[src/rtl/spi_pkg.sv]
// Shared constants and FSM state encoding for the SPI initiator.
package spi_pkg;

  localparam int   SPI_FRAME_BITS = 32;
  localparam logic SPI_CS_ACTIVE  = 1'b0;

  typedef enum logic [2:0] {
    ST_IDLE = 3'd0,
    ST_LEAD = 3'd1,
    ST_HIGH = 3'd2,
    ST_LOW  = 3'd3,
    ST_GAP  = 3'd4
  } spi_state_e;

endpackage

[src/rtl/spi_clk_gen.sv]
// Phase timer: counts 0..period_m1_i while enabled and flags the last cycle of each phase.
module spi_clk_gen (
  input  logic       clk,
  input  logic       rst,
  input  logic       en_i,
  input  logic       clr_i,
  input  logic [7:0] period_m1_i,
  output logic       phase_end_o
);

  logic [7:0] cnt_q, cnt_d;

  assign phase_end_o = en_i && (cnt_q == period_m1_i);

  always_comb begin
    cnt_d = cnt_q;
    if (clr_i) begin
      cnt_d = '0;
    end else if (en_i) begin
      cnt_d = phase_end_o ? 8'd0 : cnt_q + 8'd1;
    end
  end

  always_ff @(posedge clk or posedge rst) begin
    if (rst) begin
      cnt_q <= '0;
    end else begin
      cnt_q <= cnt_d;
    end
  end

endmodule

[src/rtl/spi_master_simple.sv]
// SPI mode-0 initiator: one 32-bit MSB-first frame per accepted word, response returned on rx_*.
// The phase timer lives in spi_clk_gen; this module owns the FSM, shift registers and bit counter.
module spi_master_simple
  import spi_pkg::*;
#(
  parameter int CLK_DIV    = 4,
  parameter int CS_GAP     = 8,
  parameter int FRAME_BITS = SPI_FRAME_BITS
) (
  input  logic        clk,
  input  logic        rst,
  input  logic        tx_valid,
  output logic        tx_ready,
  input  logic [31:0] tx_data,
  output logic        rx_valid,
  output logic [31:0] rx_data,
  output logic        busy,
  output logic        spi_cs,
  output logic        spi_clk,
  output logic        spi_do,
  input  logic        spi_di,
  output logic [2:0]  dbg_state_o
);

  if (CLK_DIV < 2 || CLK_DIV > 255) begin : g_bad_clk_div
    $error("spi_master_simple: CLK_DIV must be 2..255");
  end
  if (CS_GAP < 1 || CS_GAP > 255) begin : g_bad_cs_gap
    $error("spi_master_simple: CS_GAP must be 1..255");
  end
  if (FRAME_BITS != SPI_FRAME_BITS) begin : g_bad_frame
    $error("spi_master_simple: FRAME_BITS is fixed at 32");
  end

  localparam logic [7:0] DIV_M1   = 8'(CLK_DIV - 1);
  localparam logic [7:0] GAP_M1   = 8'(CS_GAP - 1);
  localparam logic [5:0] LAST_BIT = 6'(FRAME_BITS);

  spi_state_e  state_q, state_d;
  logic [31:0] tx_sh_q, tx_sh_d;
  logic [31:0] rx_sh_q, rx_sh_d;
  logic [31:0] rx_data_q, rx_data_d;
  logic [5:0]  bit_cnt_q, bit_cnt_d;
  logic        rx_valid_q, rx_valid_d;
  logic        tx_ready_q, tx_ready_d;
  logic        busy_q, busy_d;
  logic        cs_q, cs_d;
  logic        sclk_q, sclk_d;
  logic        do_q, do_d;
  logic        accept;
  logic        phase_end;

  // Handshake: a word is taken on any clk edge where tx_valid and tx_ready are both high;
  // tx_valid while tx_ready is low is ignored and never queued.
  assign accept = tx_valid && tx_ready_q;

  spi_clk_gen u_clk_gen (
    .clk        (clk),
    .rst        (rst),
    .en_i       (state_q != ST_IDLE),
    .clr_i      (accept),
    .period_m1_i((state_q == ST_GAP) ? GAP_M1 : DIV_M1),
    .phase_end_o(phase_end)
  );

  always_comb begin
    state_d    = state_q;
    tx_sh_d    = tx_sh_q;
    rx_sh_d    = rx_sh_q;
    rx_data_d  = rx_data_q;
    bit_cnt_d  = bit_cnt_q;
    rx_valid_d = 1'b0;
    tx_ready_d = 1'b0;
    busy_d     = busy_q;
    cs_d       = cs_q;
    sclk_d     = sclk_q;
    do_d       = do_q;
    unique case (state_q)
      ST_IDLE: begin
        tx_ready_d = ~accept;
        if (accept) begin
          state_d   = ST_LEAD;
          tx_sh_d   = {tx_data[30:0], 1'b0};
          rx_sh_d   = '0;
          bit_cnt_d = '0;
          busy_d    = 1'b1;
          cs_d      = SPI_CS_ACTIVE;
          sclk_d    = 1'b0;
          do_d      = tx_data[31];
        end
      end
      ST_LEAD: begin
        if (phase_end) begin
          state_d = ST_HIGH;
          sclk_d  = 1'b1;
        end
      end
      ST_HIGH: begin
        if (phase_end) begin
          state_d   = ST_LOW;
          sclk_d    = 1'b0;
          rx_sh_d   = {rx_sh_q[30:0], spi_di};
          bit_cnt_d = bit_cnt_q + 6'd1;
          // After the final bit spi_do simply holds through the hold phase.
          if (bit_cnt_q + 6'd1 < LAST_BIT) begin
            do_d    = tx_sh_q[31];
            tx_sh_d = {tx_sh_q[30:0], 1'b0};
          end
        end
      end
      ST_LOW: begin
        if (phase_end) begin
          if (bit_cnt_q == LAST_BIT) begin
            state_d    = ST_GAP;
            cs_d       = ~SPI_CS_ACTIVE;
            do_d       = 1'b0;
            rx_data_d  = rx_sh_q;
            rx_valid_d = 1'b1;
          end else begin
            state_d = ST_HIGH;
            sclk_d  = 1'b1;
          end
        end
      end
      ST_GAP: begin
        if (phase_end) begin
          state_d = ST_IDLE;
          busy_d  = 1'b0;
        end
      end
      default: state_d = ST_IDLE;
    endcase
  end

  always_ff @(posedge clk or posedge rst) begin
    if (rst) begin
      state_q    <= ST_IDLE;
      tx_sh_q    <= '0;
      rx_sh_q    <= '0;
      rx_data_q  <= '0;
      bit_cnt_q  <= '0;
      rx_valid_q <= 1'b0;
      tx_ready_q <= 1'b0;
      busy_q     <= 1'b0;
      cs_q       <= ~SPI_CS_ACTIVE;
      sclk_q     <= 1'b0;
      do_q       <= 1'b0;
    end else begin
      state_q    <= state_d;
      tx_sh_q    <= tx_sh_d;
      rx_sh_q    <= rx_sh_d;
      rx_data_q  <= rx_data_d;
      bit_cnt_q  <= bit_cnt_d;
      rx_valid_q <= rx_valid_d;
      tx_ready_q <= tx_ready_d;
      busy_q     <= busy_d;
      cs_q       <= cs_d;
      sclk_q     <= sclk_d;
      do_q       <= do_d;
    end
  end

  assign tx_ready    = tx_ready_q;
  assign rx_valid    = rx_valid_q;
  assign rx_data     = rx_data_q;
  assign busy        = busy_q;
  assign spi_cs      = cs_q;
  assign spi_clk     = sclk_q;
  assign spi_do      = do_q;
  assign dbg_state_o = state_q;

endmodule

[config.mk]
export PLATFORM = sky130hd
export DESIGN_NAME = spi_master_simple
export DESIGN_NICKNAME = d
export VERILOG_FILES = /design/src/rtl/spi_pkg.sv /design/src/rtl/spi_clk_gen.sv /design/src/rtl/spi_master_simple.sv
export SDC_FILE = /design/constraint.sdc
export NUM_CORES = 1
export LEC_CHECK = 0
export BUFFER_PORTS_ARGS = -buffer_cell sky130_fd_sc_hd__buf_2
export CAP_MARGIN = 20
export CORE_MARGIN = 1.5
export CORE_UTILIZATION = 50
export CTS_CLUSTER_SIZE = 40
export DETAILED_ROUTE_END_ITERATION = 8
export GPL_ROUTABILITY_DRIVEN = 0
export PLACE_DENSITY = 0.76
export SLEW_MARGIN = 5
export SYNTH_ARGS = -nofsm -noshare
export SYNTH_HDL_FRONTEND = slang
export SYNTH_HIERARCHICAL = 1
export SYNTH_SLANG_ARGS = --single-unit
[constraint.sdc]
create_clock -name clk -period 4.1 [get_ports clk]
set_input_delay 0.41 -clock clk [delete_from_list [all_inputs] [get_ports clk]]
set_output_delay 0.41 -clock clk [all_outputs]
set_load 0.01 [all_outputs]
# Yosys cells after proc, flatten, opt, wreduce, memory -nomap -nowiden
# Index checks and enable logic that the tools add are counted.
# W data, S select, Z words.
# totals
register_bits	119
word_cells	90
# classes
addsub	2
n_reduce_logical	18
bitwise_logic	1
magnitude_cmp	1
mux	42
n_eq_ne	14
# ops
op	n
$mux W32	5
$pmux W32 S2	2
$mux W8	3
$mux W3	7
$mux W1	17
$pmux W3 S5	1
$mux W6	2
$pmux W6 S2	1
$reduce_and A6 Y1	2
$reduce_and A3 Y1	3
$add A8 B1 Y8 const B	1
$eq A8 B3 Y1	1
$ne A2 B1 Y1 const B	4
$ne A2 B2 Y1 const B	4
$reduce_and A4 Y1	2
$reduce_bool A2 Y1	4
$add A6 B1 Y6 const B	1
$eq A3 B2 Y1 const B	2
$eq A6 B6 Y1 const B	1
$lt A6 B6 Y1 const B	1
$reduce_bool A3 Y1	2
$reduce_and A5 Y1	1
$pmux W1 S2	2
$pmux W1 S4	1
7 further kinds	8

# Logic depth before layout (Yosys ltp)
# logic_depth
word_depth	7
depth_mapped	11
depth_no_buf	10

# Modules after synthesis
# The synthesis kept the hierarchy.
# modules_own_cells
mod	area_each_um2	cells_each	instances
spi_master_simple	4536.9	395	1
spi_clk_gen	508.0	51	1

# Least setup slack after synthesis
# No wires, ideal clock.
# synth_timing
kind	reg-to-reg
start	register state_q[1], in the netlist dbg_state_o[1]
end	register rx_data_q[10], in the netlist rx_data[10]
period_less_slack_ps	2745
setup_slack_ps	1355
t_arrival_ps	2620
stages_incl_launch_ff	10
path_cell_list	dfrtp_1 > inv_1 > and3_1 > xnor2_1 > nand4_2 > nor3_4 > nand2_1 > nor3_4 > buf_6 > mux2_2
# synth_between
elab_chain_len	5
word_cells_on_any_way	7
classes_between	eq/ne: 3; mux: 1; reduce/logical: 3
# synth_lines
item	line	source
start, declared	spi_master_simple.sv:39	spi_state_e state_q, state_d;
start signal, assigned	spi_master_simple.sv:149	state_q <= state_d;
$eq A3 B3 Y1	spi_master_simple.sv:62	.period_m1_i((state_q == ST_GAP) ? GAP_M1 : DIV_M1),
$mux W3	spi_master_simple.sv:62	
$eq A8 B3 Y1	spi_clk_gen.sv:13	assign phase_end_o = en_i && (cnt_q == period_m1_i);
$logic_and A1 B1 Y1 (*)	spi_clk_gen.sv:13	
named net phase_end	spi_master_simple.sv:51	logic phase_end;
$reduce_and A3 Y1 (no line) (*)	n/a	
end signal, assigned	spi_master_simple.sv:152	rx_data_q <= rx_data_d;
end, declared	spi_master_simple.sv:42	logic [31:0] rx_data_q, rx_data_d;
# The timed path passes the listed nets; every way through them passes the cells marked *.
# A chain may end at the register's enable or synchronous reset.

# Worst setup path in the final report
# layout_timing
start	register state_q[1], in the netlist dbg_state_o[1]
end	register tx_sh_q[3]
# layout_between
elab_chain_len	6
word_cells_on_any_way	13
classes_between	eq/ne: 6; mux: 2; reduce/logical: 5
# layout_lines
item	line	source
$eq A3 B3 Y1	spi_master_simple.sv:62	
$mux W3	spi_master_simple.sv:62	
$eq A8 B3 Y1	spi_clk_gen.sv:13	
$logic_and A1 B1 Y1 (*)	spi_clk_gen.sv:13	
named net phase_end	spi_master_simple.sv:51	
$ne A2 B1 Y1 (no line) (*)	n/a	
$reduce_and A4 Y1 (no line) (*)	n/a	
end signal, assigned	spi_master_simple.sv:150	tx_sh_q <= tx_sh_d;
end, declared	spi_master_simple.sv:40	logic [31:0] tx_sh_q, tx_sh_d;
# Marked as above.

==> flow_metrics.env <==
export IMPL_hold_viol=0
export IMPL_synth_most_common_cell="dfrtp_1"
export IMPL_power_share_clock_pct=46.5
export IMPL_cp_end_kind="register"
export IMPL_hpwl_um=6483
export IMPL_netlist_area_um2=5045
export IMPL_drive_gt1_share_pct=30.26
export IMPL_ys_top_cells_by_area="dfrtp_1 (58%), mux2_2 (7.1%), a22o_1 (5.6%)"
export IMPL_async_flop_share_pct=100.0
export IMPL_synth_warnings=6
export IMPL_finalCritPeriodShare_pct=80.44
export IMPL_hold_buffers=1
export IMPL_synth_ff_type="dfrtp_1"
export IMPL_grtUsageTotal_pct=21.78
export IMPL_cap_violations=0
export IMPL_cts_resized=0
export IMPL_grt_ovfl_total=0
export IMPL_seq_area_frac_synth_pct=58.56
export IMPL_syn_area_per_cell_um2=11.31
export IMPL_num_vias=3698
export IMPL_worstHoldPathType="in2reg"
export IMPL_status="complete, no violations"
export IMPL_viasPerCell=5.479
export IMPL_hold_depth=2
export IMPL_synth_top_area_share_pct=58.04
export IMPL_ir_drop_mv=0.2565
export IMPL_ant_nets=0
export IMPL_switching_share_pct=28.88
export IMPL_p_int_mw=2.183
export IMPL_die_y_um=103.4
export IMPL_drt_pre_antenna_iters=4
export IMPL_dieArea_um2=10700
export IMPL_combPwrFrac_pct=11.7
export IMPL_die_x_um=103.4
export IMPL_rsz0062_at_grt="no"
export IMPL_ios=77
export IMPL_fin_worst_skew_ns=0.01123
export IMPL_path_class="reg2reg"
export IMPL_drc=0
export IMPL_insertion_delay_ns=0.52
export IMPL_ys_types=47
export IMPL_min_delay_start="spi_di"
export IMPL_routed_wl_um=10430
export IMPL_worstRegToRegCells=10
export IMPL_cts_max_level=4
export IMPL_slew_headroom_pct=30.12
export IMPL_min_period_ns=3.298
export IMPL_clock_fmax_mhz=303.2
export IMPL_cts_buffers=17
export IMPL_io_buffers=76
export IMPL_ys_ff_latch=118
export IMPL_required_ns=4.47
export IMPL_synth_largest_area_cell="dfrtp_1"
export IMPL_initial_core_util_pct=51.61
export IMPL_rows=36
export IMPL_grt_pass1_wl_um=17780
export IMPL_avgRoutedWirePerCell_um=15.46
export IMPL_synth_common_cells="dfrtp_1 (117), nand2_1 (73), a21oi_1 (33)"
export IMPL_rr_endpoint="tx_sh_q[3]$_DFFE_PP0P_"
export IMPL_post_cts_buffers=0
export IMPL_antenna_found_initial=0
export IMPL_synth_edf_count=0
export IMPL_drt_first_iter_violations=183
export IMPL_pwr_share_seq_pct=41.9
export IMPL_antenna_cells=0
export IMPL_hold_end="rx_sh_q[0]$_DFFE_PP0P_"
export IMPL_drv_slew=0
export IMPL_cts_root_buf="clkbuf_8"
export IMPL_clk_path_buf_depth=2
export IMPL_finalNetCount=568
export IMPL_grt_pass1_vias=3733
export IMPL_finalSetupViolCount=0
export IMPL_cts_tree="done"
export IMPL_total_power_mw=3.070
export IMPL_arrival_ns=3.67
export IMPL_p_sw_mw=0.8865
export IMPL_coreArea_um2=9774
export IMPL_synthCells=446
export IMPL_p_leak_nw=3.107
export IMPL_clk_pin_slew_worst_paths_ns=0.06
export IMPL_timing_rr_start="dbg_state_o[1]$_DFFE_PP0P_"
export IMPL_grt_start_max_net_pins=90
export IMPL_start_kind="register"
export IMPL_clock_sinks=118
export IMPL_worstMarginPinSlew_ns=1.046
export IMPL_p_per_area_nw_per_um2=498.9
export IMPL_crit_path_max_fanout=31
export IMPL_tns_ns=0
export IMPL_r2r_setup_slack_ns=0.80
export IMPL_layout_area_overhead_vs_synth_pct=21.97
-- flip-flops by register name, summed over array words and instances (netlist names) --
name	cells
rx_data	32
spi_cs	1
rx_sh_q	32
tx_sh_q	31
u_clk_gen/cnt_q	8
spi_do	1
spi_clk	1
bit_cnt_q	6
busy	1
tx_ready	1
rx_valid	1
dbg_state_o	3
-- metal layers --
layer,track usage [%],routed length [µm],vias to the layer above
li1,-,-,1746
met3,5.242,456,17
met4,9.563,214,0
met5,0,0,-
met2,33.28,5013,98
met1,29.89,4750,1837
-- critical path, stage by stage, from the launching register on --
cell      delay [ns]
dfrtp_1         0.45
inv_1           0.24
and3_1          0.26
xnor2_1         0.15
nand4_2         0.16
nor3_4          0.48
nand2_1         0.25
a21boi_2        0.52
and2_1          0.20
buf_4           0.29
a31oi_1         0.15
-- cell families (layout without fill, tap and decap cells) --
| kind of cell | count (synthesis) | after routing | share of synthesized area (%) |
|---|---|---|---|
| AOI/OAI and AO/OA | 114 | 114 | 14.98 |
| DFF | 118 | 118 | 58.56 |
| muxes | 33 | 33 | 7.366 |
| and+or+nand+nor | 119 | 119 | 11.48 |
| buffers and inverters | 40 | 131 | 3.770 |
| other | 2 | 7 | 0.1489 |
| adders and majority gates | 3 | 3 | 0.7441 |
| xor gates and xnor gates | 17 | 17 | 2.952 |
-- through the flow --
step	worst slack [ns]	std cells	util, %	hold WS, ns	area [µm²]
after global routing	0.4187	675	62.95	0.1091	6153
after global placement	0.9644	641	56.72	0.4040	5544
after floorplan	0.7894	451	-	0.2257	5064
final	0.8018	675	62.95	0.1183	6153
after CTS	0.8201	674	62.67	0.1010	6126
after detailed placement	0.8228	641	56.72	0.4138	5544
-- how the worst max path moves through the flow --
stage / startpoint / endpoint / slack (ns) / cells past startpoint
after floorplan: rst / bit_cnt_q[0]$_DFFE_PP0P_ / 0.79 / 1
final: dbg_state_o[1]$_DFFE_PP0P_ / tx_sh_q[3]$_DFFE_PP0P_ / 0.80 / 10
after global routing: dbg_state_o[1]$_DFFE_PP0P_ / tx_sh_q[8]$_DFFE_PP0P_ / 0.42 / 10
after detailed placement: dbg_state_o[1]$_DFFE_PP0P_ / tx_sh_q[3]$_DFFE_PP0P_ / 0.82 / 10
after CTS: dbg_state_o[1]$_DFFE_PP0P_ / tx_sh_q[3]$_DFFE_PP0P_ / 0.82 / 10
after global placement: dbg_state_o[1]$_DFFE_PP0P_ / tx_sh_q[26]$_DFFE_PP0P_ / 0.96 / 10
-- power by group through the flow --
stage	logic [mW]	registers (mW)	clock network [mW]
final	0.358	1.29	1.43
after global routing	0.399	1.29	1.51
after CTS	0.357	1.28	1.45
after detailed placement	0.352	1.30	0
after global placement	0.341	1.30	0
after floorplan	0.259	1.29	0
-- final cells by class --
type	count	area, µm²
Clock buffer	17	414.1
Clock inverter	15	157.7
Fill cell	751	3621
Inverter	13	51.30
Multi-Input combinational cell	293	1932
Sequential cell	118	2954
Tap cell	133	166.4
Timing Repair Buffer	86	478.0
-- cells in the final DEF, fill, tap and decap left out, drive strengths merged, types with 2 or more instances in the layout --
cell	synthesis	layout
nand2	74	74
mux2	33	33
nand4	6	6
ha	3	3
nand3b	2	2
a31oi	31	31
dfrtp	117	117
buf	17	85
o21ai	10	10
a21oi	33	33
nand2b	3	3
clkinvlp	0	4
xor2	9	9
nand3	5	5
nor3	11	11
nor2	9	9
and3	4	4
a22o	32	32
clkbuf	10	17
inv	13	23
conb	2	7
xnor2	8	8
Power figures use the tool's default switching activity.
